**config.mk**
```make
export PLATFORM = sky130hd
export DESIGN_NAME = io_timer
export DESIGN_NICKNAME = d
export VERILOG_FILES = /design/src/rtl/io_timer.sv
export SDC_FILE = /design/constraint.sdc
export NUM_CORES = 1
export LEC_CHECK = 0
export CAP_MARGIN = 20
export CELL_PAD_IN_SITES_DETAIL_PLACEMENT = 1
export CELL_PAD_IN_SITES_GLOBAL_PLACEMENT = 2
export CORE_UTILIZATION = 38
export DETAILED_ROUTE_END_ITERATION = 12
export GPL_TIMING_DRIVEN = 0
export PLACE_DENSITY_LB_ADDON = 0.15
export REMOVE_ABC_BUFFERS = 1
export SYNTH_ARGS = -nofsm -noshare
export SYNTH_HDL_FRONTEND = slang
export SYNTH_SLANG_ARGS = --single-unit
```
**constraint.sdc**
```tcl
create_clock -name clock -period 5.5 [get_ports clock]
set_clock_uncertainty 0.05 [all_clocks]
set_input_delay 1.1 -clock clock [delete_from_list [all_inputs] [get_ports clock]]
set_output_delay 1.1 -clock clock [all_outputs]
set_load 0.01 [all_outputs]
```
**src/rtl/io_timer.sv**
```systemverilog
// rtl/io_timer.sv - memory-mapped prescaled countdown timer with sticky expiry status
module io_timer #(
    parameter int PRESCALE = 1000
) (
    input  logic        clock,
    input  logic        rst,
    input  logic        timercs,
    input  logic [1:0]  timeraddr,
    input  logic        timerread,
    input  logic        timerwrite,
    input  logic [15:0] timerwdata,
    output logic [15:0] timerrdata,
    output logic        timeout,
    output logic        running
);

    typedef enum logic {
        IDLE = 1'b0,
        RUN  = 1'b1
    } state_t;

    localparam logic [1:0]  ADDR_CTRL   = 2'd0;
    localparam logic [1:0]  ADDR_RELOAD = 2'd1;
    localparam logic [1:0]  ADDR_COUNT  = 2'd2;
    localparam logic [1:0]  ADDR_STATUS = 2'd3;
    localparam logic [15:0] PS_LAST     = 16'(PRESCALE - 1);

    state_t      state, state_n;
    logic        ctrl_en, ctrl_en_n;
    logic        ctrl_ar, ctrl_ar_n;
    logic [15:0] reload_q, reload_n;
    logic [15:0] count_q, count_n;
    logic [15:0] presc_q, presc_n;
    logic        expired_q, expired_n;
    logic [7:0]  miss_q, miss_n;
    logic        timeout_n;
    logic        expire;

    logic wr_ctrl, wr_reload, rd_status, stop_req, tick;

    assign wr_ctrl   = timercs && timerwrite && (timeraddr == ADDR_CTRL);
    assign wr_reload = timercs && timerwrite && (timeraddr == ADDR_RELOAD);
    assign rd_status = timercs && timerread  && (timeraddr == ADDR_STATUS);
    // A CTRL write with enable low pauses a running timer and cancels a pending start.
    assign stop_req  = wr_ctrl && !timerwdata[0];
    assign tick      = (presc_q == PS_LAST);
    assign running   = (state == RUN);

    // Register file, counters and FSM state.
    always_ff @(posedge clock or posedge rst) begin
        if (rst) begin
            state     <= IDLE;
            ctrl_en   <= 1'b0;
            ctrl_ar   <= 1'b0;
            reload_q  <= 16'h0000;
            count_q   <= 16'h0000;
            presc_q   <= 16'h0000;
            expired_q <= 1'b0;
            miss_q    <= 8'h00;
            timeout   <= 1'b0;
        end else begin
            state     <= state_n;
            ctrl_en   <= ctrl_en_n;
            ctrl_ar   <= ctrl_ar_n;
            reload_q  <= reload_n;
            count_q   <= count_n;
            presc_q   <= presc_n;
            expired_q <= expired_n;
            miss_q    <= miss_n;
            timeout   <= timeout_n;
        end
    end

    // Next-state: countdown, expiry handling, then bus writes which take priority.
    always_comb begin
        state_n   = state;
        ctrl_en_n = ctrl_en;
        ctrl_ar_n = ctrl_ar;
        reload_n  = reload_q;
        count_n   = count_q;
        presc_n   = presc_q;
        expired_n = expired_q;
        miss_n    = miss_q;
        timeout_n = 1'b0;
        expire    = 1'b0;

        if (rd_status) begin
            expired_n = 1'b0;
            miss_n    = 8'h00;
        end
        if (wr_reload) begin
            reload_n = timerwdata;
        end

        unique case (state)
            IDLE: begin
                if (ctrl_en && !stop_req) begin
                    presc_n = 16'h0000;
                    if (count_q != 16'h0000) begin
                        state_n = RUN;
                    end else if (reload_q != 16'h0000) begin
                        count_n = reload_q;
                        state_n = RUN;
                    end else begin
                        // Nothing to count: expire immediately without entering RUN.
                        expire    = 1'b1;
                        ctrl_en_n = 1'b0;
                    end
                end
            end
            RUN: begin
                if (stop_req) begin
                    // Pause: count and prescaler hold, any tick this edge is dropped.
                    state_n = IDLE;
                end else if (tick) begin
                    presc_n = 16'h0000;
                    if (count_q > 16'd1) begin
                        count_n = count_q - 16'd1;
                    end else begin
                        expire = 1'b1;
                        if (ctrl_ar && (reload_q != 16'h0000)) begin
                            count_n = reload_q;
                        end else begin
                            count_n   = 16'h0000;
                            state_n   = IDLE;
                            ctrl_en_n = 1'b0;
                        end
                    end
                end else begin
                    presc_n = presc_q + 16'd1;
                end
            end
            default: state_n = IDLE;
        endcase

        if (wr_ctrl) begin
            ctrl_en_n = timerwdata[0];
            ctrl_ar_n = timerwdata[1];
            if (timerwdata[2]) begin
                count_n = reload_q;
                presc_n = 16'h0000;
            end
        end

        // Expiry sets the flag even when STATUS is read on the same edge;
        // a miss is only counted against a flag nobody has consumed.
        if (expire) begin
            timeout_n = 1'b1;
            expired_n = 1'b1;
            if (expired_q && !rd_status && (miss_q != 8'hFF)) begin
                miss_n = miss_q + 8'd1;
            end
        end
    end

    // Combinational read mux so a single-cycle load sees data in the same cycle.
    always_comb begin
        timerrdata = 16'h0000;
        if (timercs && timerread) begin
            unique case (timeraddr)
                ADDR_CTRL:   timerrdata = {14'h0000, ctrl_ar, ctrl_en};
                ADDR_RELOAD: timerrdata = reload_q;
                ADDR_COUNT:  timerrdata = count_q;
                ADDR_STATUS: timerrdata = {miss_q, 6'b000000, running, expired_q};
                default:     timerrdata = 16'h0000;
            endcase
        end
    end

endmodule

```
---- Yosys cells after proc, flatten, opt, wreduce, memory -nomap -nowiden ----
Cells that the tools add are included.
word-level totals
  flip-flop bits (word level) ............. 61
  bits of input ports ..................... 23
  output and inout port bits .............. 18
operators by class
  $add $sub $neg .......................... 3
  magnitude comparators ................... 1
  eq/ne operators ......................... 12
  multiplexer cells ....................... 48
  bitwise gates (word level) .............. 1
  reductions and logical operators ........ 18
operator list
  operator                                                                 count
  16-bit two-way mux                                                       15
  16-bit case mux with 2 select lines                                      2
  16-bit case mux with 4 select lines                                      1
  16-bit nonzero test                                                      2
  1-bit two-way mux                                                        24
  8-bit two-way mux                                                        3
  3-bit != test, second input constant                                     6
  16-bit by 1-bit adder with 16-bit output, second input constant          1
  16-bit by 10-bit equality test with 1-bit output, second input constant  1
  16-bit by 1-bit > comparator with 1-bit output, second input constant    1
  16-bit by 1-bit subtractor with 16-bit output, second input constant     1
  1-bit logical AND                                                        10
  8-bit by 1-bit adder with 8-bit output, second input constant            1
  8-bit != test, second input constant                                     1
  7-bit AND reduction                                                      1
  1-bit case mux with 2 select lines                                       3
  2-bit equality test, second input constant                               2
  1-bit zero test                                                          3
  3-bit by 1-bit != test with 1-bit output, second input constant          1
  2-bit by 1-bit equality test with 1-bit output, second input constant    1
  2-bit zero test                                                          1
  2-bit nonzero test                                                       1
  1-bit NOT                                                                1

---- Logic depth before layout (Yosys ltp) ----
  word-level depth ........................ 9
  gate-level depth with buffers ........... 9
  gate-level depth less buffers ........... 7

---- Worst setup path before layout ----
Ideal clock, no wire load.
  path type ............................... input port to output port
  start point ............................. input port timeraddr[0]
  end point ............................... output port timerrdata[5]
  arrival ................................. 2.141 ns
  setup slack ............................. 2.209 ns
  stages on the path ...................... 6
  cells stage by stage .................... buf_2 -> nor2b_1 -> clkbuf_1 -> clkbuf_1 -> a22oi_1 -> nor2_1
between the ends
  longest elaborated chain between the ends .. 3
  elaborated cells on any way between the ends .. 6
  those cells by class .................... eq/ne: 3; mux: 2; reduce/logical: 1
RTL lines
  element                                      RTL line  text
  start, declared                              8         input logic [1:0] timeraddr,
  2-bit equality test (tied with other cells)  160       unique case (timeraddr)
  16-bit case mux with 4 select lines (*)      160
  16-bit two-way mux (*)                       159       if (timercs && timerread) begin
  end, declared                                12        output logic [15:0] timerrdata,
Mark *: on every way between the ends. The rest lies on a longest branch, timed or not.

---- Worst setup path after layout ----
  start point ............................. input port timeraddr[0]
  end point ............................... output port timerrdata[8]
Same word-level chain as after synthesis.

==> impl_metrics.json <==
{
  "outcome": "finished clean",
  "remaining_drc_errors": 0,
  "yosys.area.top_type": "dfrtp_1",
  "internal-power_uw": 995,
  "ir_drop_mv": 0.213,
  "routed_via_density": 5.96,
  "ys_types": 68,
  "grtUsageMet2": 0.372,
  "drt_iter0_drc": 195,
  "rsz0062_at_grt": "no",
  "synthCells": 430,
  "syn_to_final_growth_pct": 16.5,
  "hold_viol_final": 0,
  "worstSetupStartpointType": "primary input",
  "synthTopCellsByArea": "dfrtp_1 39%, mux2_2 6.9%, nor2_1 4.6%",
  "fill_cells": 1173,
  "cp-startpoint": "timeraddr[0]",
  "synth_edf_count": 0,
  "holdWs_ns": 0.478,
  "maxCapViolCount": 0,
  "syn_area_um2": 3940,
  "p_leak_nw": 1.80,
  "cts_buffers": 9,
  "grt_pass1_vias": 3670,
  "postCtsHoldBufs": 0,
  "crit_family": "buffers and inverters",
  "clkSlewWorstSetupHoldPaths_ns": 0.07,
  "wl_per_cell_um": 20.7,
  "min_period_ns": 4.85,
  "yosys_register_bits": 61,
  "max_freq_ghz": 0.206,
  "antenna_cells": 0,
  "p_per_area_nw_per_um2": 374,
  "r2r_end": "miss_q[4]",
  "drt-total-wl_um": 12400,
  "core_area_um2": 9910,
  "setup.worst_path.class": "in -> out",
  "grt_max_degree": 62,
  "fin_tns_setup_ns": 0,
  "synth_top_area_frac": 0.387,
  "crit_cells": 6,
  "grt_use_met1": 0.342,
  "row_count": 36,
  "r2r_cells": 6,
  "finalCritPeriodShare": 0.882,
  "synth_ff_type": "dfrtp_1",
  "endpoint": "timerrdata[8]",
  "final_cells": 599,
  "ctsResizeCount": 0,
  "setup_viol": 0,
  "power_frac_clock": 0.205,
  "switching_share": 0.421,
  "syn_avg_cell_area_um2": 9.17,
  "seqPwrFrac": 0.427,
  "overflow": 0,
  "ios": 41,
  "cts_tree": "done",
  "crit_chain": "clkdlybuf4s50_1 > nor2b_1 > buf_4 > a22oi_1 > nor2_1 > clkdlybuf4s50_1",
  "ant_nets": 0,
  "slew_viol_final": 0,
  "hpwl_um": 8750,
  "total_power_mw": 1.72,
  "p_comb_frac": 0.368,
  "layout_commonest_cell": "dfrtp_1",
  "clk_latency_ns": 0.35,
  "worst_slew_margin_rel": 0.298,
  "hp-class": "reg -> reg",
  "layout-drive-gt1-share": 0.124,
  "dr.pass1.iters": 5,
  "required_ns": 4.35,
  "dp_cells": 584,
  "crit_buf_inv": 3,
  "rrSetupSlack_ns": 2.40,
  "clock-root-buffer": "clkbuf_8",
  "regArea_um2": 1530,
  "multiInputGateArea_um2": 2300,
  "crit_path_end_kind": "output port",
  "yosysSeqAreaShare": 0.387,
  "crit_top_cell": "clkdlybuf4s50_1",
  "mostFrequentLayoutCells": "61 x dfrtp_1, 48 x nor2_1, 40 x clkdlybuf4s50_1",
  "placement.io_buffers": 40,
  "cp_max_fo": 16,
  "busiest_layer": "met2",
  "die_area_um2": 10800,
  "cts_num_sinks": 61,
  "grt_use_met3": 0.0415,
  "fp.dieH_um": 104,
  "cp_slowest_stage_delay_ns": 0.97,
  "r2r_start": "count_q[7]",
  "crit_arrival_ns": 3.70,
  "dr_total_vias": 3572,
  "grt_util_all_layers": 0.240,
  "slowest_stage": "clkdlybuf4s50_1",
  "die_w_um": 104,
  "power.switching_uw": 724,
  "htreeDepth": 3,
  "postCtsSetupBuffers": 0,
  "grt_first_pass_wirelength_um": 20100,
  "antenna_found_initial": 0,
  "async_reset_ff_frac": 1.00,
  "clock_path_buffers": 2,
  "worst_pin_slew_ns": 1.05,
  "place_congestion": 0.802,
  "start_util": 0.398,
  "yosys_warnings": 0,
  "layout.nets": 490
}
cell usage after synthesis, types with 8 or more instances:
cell      count
or3_1         8
o21ai_1       9
a22oi_1      19
nand3_1      21
dfrtp_1      61
mux2_2       24
nor4_1       10
nor3_1        8
a21oi_1      23
clkbuf_1     12
nor2_1       48
o21ai_0      16
nand2_1      38
final cells by class:
cell class,count,area share
clock buffer,13,0.0324
clock inverter,2,0.00218
inverter,7,0.00627
multi-input combinational,341,0.500
sequential,61,0.332
tap,133,0.0362
timing repair buffer,42,0.0904
flip-flops by register name, summed over array words and instances (netlist names):
register,flops
reload_q,16
ctrl_ar,1
presc_q,16
running,1
count_q,16
expired_q,1
ctrl_en,1
timeout,1
miss_q,8
worst min path at each step:
stage / startpoint / endpoint / slack [ns] / cells past startpoint
floorplan: expired_q / expired_q / 0.40 / 2
global placement: miss_q[5] / miss_q[5] / 0.43 / 1
detailed placement: miss_q[5] / miss_q[5] / 0.45 / 1
CTS: miss_q[5] / miss_q[5] / 0.48 / 1
global route: miss_q[7] / miss_q[7] / 0.51 / 1
finish: miss_q[5] / miss_q[5] / 0.48 / 1
through the flow:
step,instance area (µm²),util,setup WS (ns)
after detailed placement,4430,0.447,0.635
after CTS,4590,0.464,0.614
after global routing,4590,0.464,0.495
final,4590,0.464,0.646
after floorplan,3840,-,2.31
after global placement,4410,0.445,0.00653
power groups by stage:
stage	clock [mW]	sequential (mW)	combinational [mW]
after floorplan	0	0.676	0.464
after global placement	0	0.733	0.613
after detailed placement	0	0.740	0.630
after CTS	0.362	0.730	0.635
after global routing	0.378	0.758	0.706
final	0.352	0.733	0.633
worst reg2reg max path: stages, from the launching register on:
cell,delay [ns]
dfrtp_1,0.47
nor3_2,0.46
nand4_2,0.26
nor2_1,0.74
a32oi_1,0.39
or3_1,0.46
a21oi_1,0.18
per-layer routing:
| layer | routed length (µm) | vias to the layer above |
|---|---|---|
| met2 | 5660 | 60 |
| met3 | 419 | 8 |
| met5 | 0 | - |
| met1 | 6230 | 1814 |
| li1 | - | 1690 |
| met4 | 114 | 0 |
cell families after synthesis:
family                     share of synthesized area
AOI/OAI and AO/OA                              0.200
xor gates and xnor gates                      0.0156
adders and majority gates                     0.0159
buffers and inverters                         0.0314
DFF                                            0.387
muxes                                         0.0952
and+or+nand+nor                                0.255
Note: power is estimated with default switching activity, not from simulation.
==> variant, RTL diff (same settings) <==
Reset style: synchronous (`rst`), changed in one clocked block.
--- a/src/rtl/io_timer.sv
+++ b/src/rtl/io_timer.sv
@@ -47,7 +47,7 @@
     assign running   = (state == RUN);
 
     // Register file, counters and FSM state.
-    always_ff @(posedge clock or posedge rst) begin
+    always_ff @(posedge clock) begin
         if (rst) begin
             state     <= IDLE;
             ctrl_en   <= 1'b0;
Behaviour: differs if rst is asserted again (counterexample within 4 cycles, from zero or initial values and one cycle with rst high); with rst held inactive, the same outputs for 4 cycles.
==> variant against the original RTL <==
  * Non-clock buffer count did not move
  * Design area shrank 5.9%
  * Synthesized cell count rose by 3.7%
  * Area after synthesis decreased by 7.0%
  * First-iteration DRC count down 29%
  * Setup slack better by 46 ps
  * Sequential cell count stayed put
  * Utilization is 0.20 points higher
  * Wire length fell by 7.0%
  * Critical path type unchanged
  * Critical endpoint is now timerrdata[4]
Power is not compared: it rests on default switching activity, and its combinational part moved more than twofold at a synthesized area within 25%.
==> variant: results (changes against the original RTL) <==
Top-count cell post-synth: nand2_1 (was dfrtp_1)
Netlist cell types: 67 (was 68)
Post-CTS Setup Bufs: 0 (unchanged)
Ys async rst share: 0 (was 1.000)
Yosys warning count: 0 (unchanged)
Max Fanout on Critical Path: 15 (was 16)
Largest family of logic cells by synthesized area: simple AND/OR/NAND/NOR gates (unchanged)
Synth Area in Compound Gates: 0.2339 (was 0.1997)
Hold Vio Cnt, Final: 0 (unchanged)
Via density: 5.910 (was 5.963)
Number of global-route vias before repair: 3653 (was 3670)
Ant diodes: 0 (unchanged)
Relative slew slack: 0.3998 (was 0.2977)
Post-CTS Resized: 0 (unchanged)
Mux share of post-synthesis cell area: 0.05394 (was 0.09524)
Routability Congestion: 0.7979 (was 0.8019)
Final HPWL DP: 8162 µm (was 8754 µm)
Synth top cells by count: 71 x nand2_1, 61 x dfxtp_1, 38 x nor2_1 (was 61 x dfrtp_1, 48 x nor2_1, 38 x nand2_1)
Wirelength, routed: 11550 µm (was 12420 µm)
Largest regs: count_q x16, presc_q x16, reload_q x16 (unchanged)
DR DRC count: 0 (unchanged)
CP delay by family, top: buffers and inverters (unchanged)
Clock latency on the worst-skew pair: 340 ps
Status: complete, no violations (unchanged)
GR Util All Layers: 0.2462 (was 0.2403)
Pin count of the biggest net entering global routing: 37 (was 62)
Hold Startpoint: reload_q[7] (was miss_q[5])
XOR/XNOR share of the synthesized area: 0.03107 (was 0.01556)
Worst setup startpoint: timeraddr[0] (unchanged)
Top_reg_cell synth: dfxtp_1 (was dfrtp_1)
Adder-cell share of the synthesized area: 0.01707 (was 0.01587)
Setup violators final: 0 (unchanged)
Area contributors post-synth: dfxtp_1 33%, nand2_1 7.3%, a22oi_1 3.9%, nor2_1 3.9%, a21oi_1 3.4% (was dfrtp_1 39%, mux2_2 6.9%, nor2_1 4.6%, a22oi_1 3.6%, nand2_1 3.6%)
Num CTS Buffers: 9 (unchanged)
Sequential element share of the synthesized area: 0.3332 (was 0.3873)
Port bufs: 40 (unchanged)
Global-route wire length before repair: 19310 µm (was 20080 µm)
FF-to-FF Start: presc_q[0] (was count_q[7])
Max Root-Sink Buffers: 2 (unchanged)
Iter 0 DRT Violations: 139 (was 195)
First drt pass iteration count: 4 (was 5)
Slowest cell on crit path: clkdlybuf4s50_1 (unchanged)
Nets: 507 (was 490)
Layout cells sized above 1: 0.1079 (was 0.1245)
==> variant: cell types whose count changed in the layout (fill, tap and decap cells not counted), moves of 4 or more <==
cell      delta
a211oi_1     +6
dfrtp_1     -61
dfxtp_1     +61
mux2_2      -14
nand2_1     +33
nand3_1     -10
nor2_1      -10
o21ai_1      -9
o31ai_1      -4
or2_2        +5
==> variant: worst register-to-register path: stages (launching register included) <==
cell and delay (ps):
dfxtp_1 390, ha_1 260, or4bb_1 460, nor4_4 480, and3_1 790, a21oi_2 290, nor4_2 310, mux2i_1 210
==> variant: layout make-up <==
type,instances,area [µm²]
sequential,61,1221
fill,1164,4962
tap,129,161.4
timing repair buffer,42,411.6
inverter,8,30.03
clock inverter,2,10.01
multi-input combinational,357,2332
clock buffer,12,155.1
==> variant: layer usage <==
layer  up-vias  track usage  part of all wire
li1       1736            -                 -
met1      1771       0.3366              0.48
met2        90       0.3962              0.46
met3        14      0.04875             0.050
met4         0      0.06355             0.013
met5         -            0                 0
==> variant: worst paths after layout <==
kind         depth (start not counted)  slack (ps)       endpoint
max reg2reg                          7        2200      miss_q[7]
min reg2reg                          2         450    reload_q[7]
min                                  2         450    reload_q[7]
max                                  6         690  timerrdata[4]
==> variant: power by group <==
group          internal, µW  switching [µW]  leakage (µW)
Clock                   182             176     0.0000881
Combinational          30.3            46.0      0.000930
Sequential              445            4.93      0.000492
==> variant: kinds of logic (layout without fill, tap and decap cells) <==
| family | after synthesis | in the layout |
|---|---|---|
| simple gates | 203 | 203 |
| compound gates | 120 | 120 |
| xor+xnor | 13 | 13 |
| mux | 16 | 16 |
| flops | 61 | 61 |
| fa+ha+maj | 5 | 5 |
| buf+inv | 28 | 64 |
==> variant: through the flow <==
stage	setup WS [ps]	std cells	utilization	cell area [µm²]
after detailed placement	684.7	597	0.4477	4156
final	692.8	611	0.4655	4322
after global placement	18.72	595	0.4465	4145
after CTS	697.2	611	0.4655	4322
after floorplan	1953	426	-	3583
after global routing	537.4	611	0.4655	4322
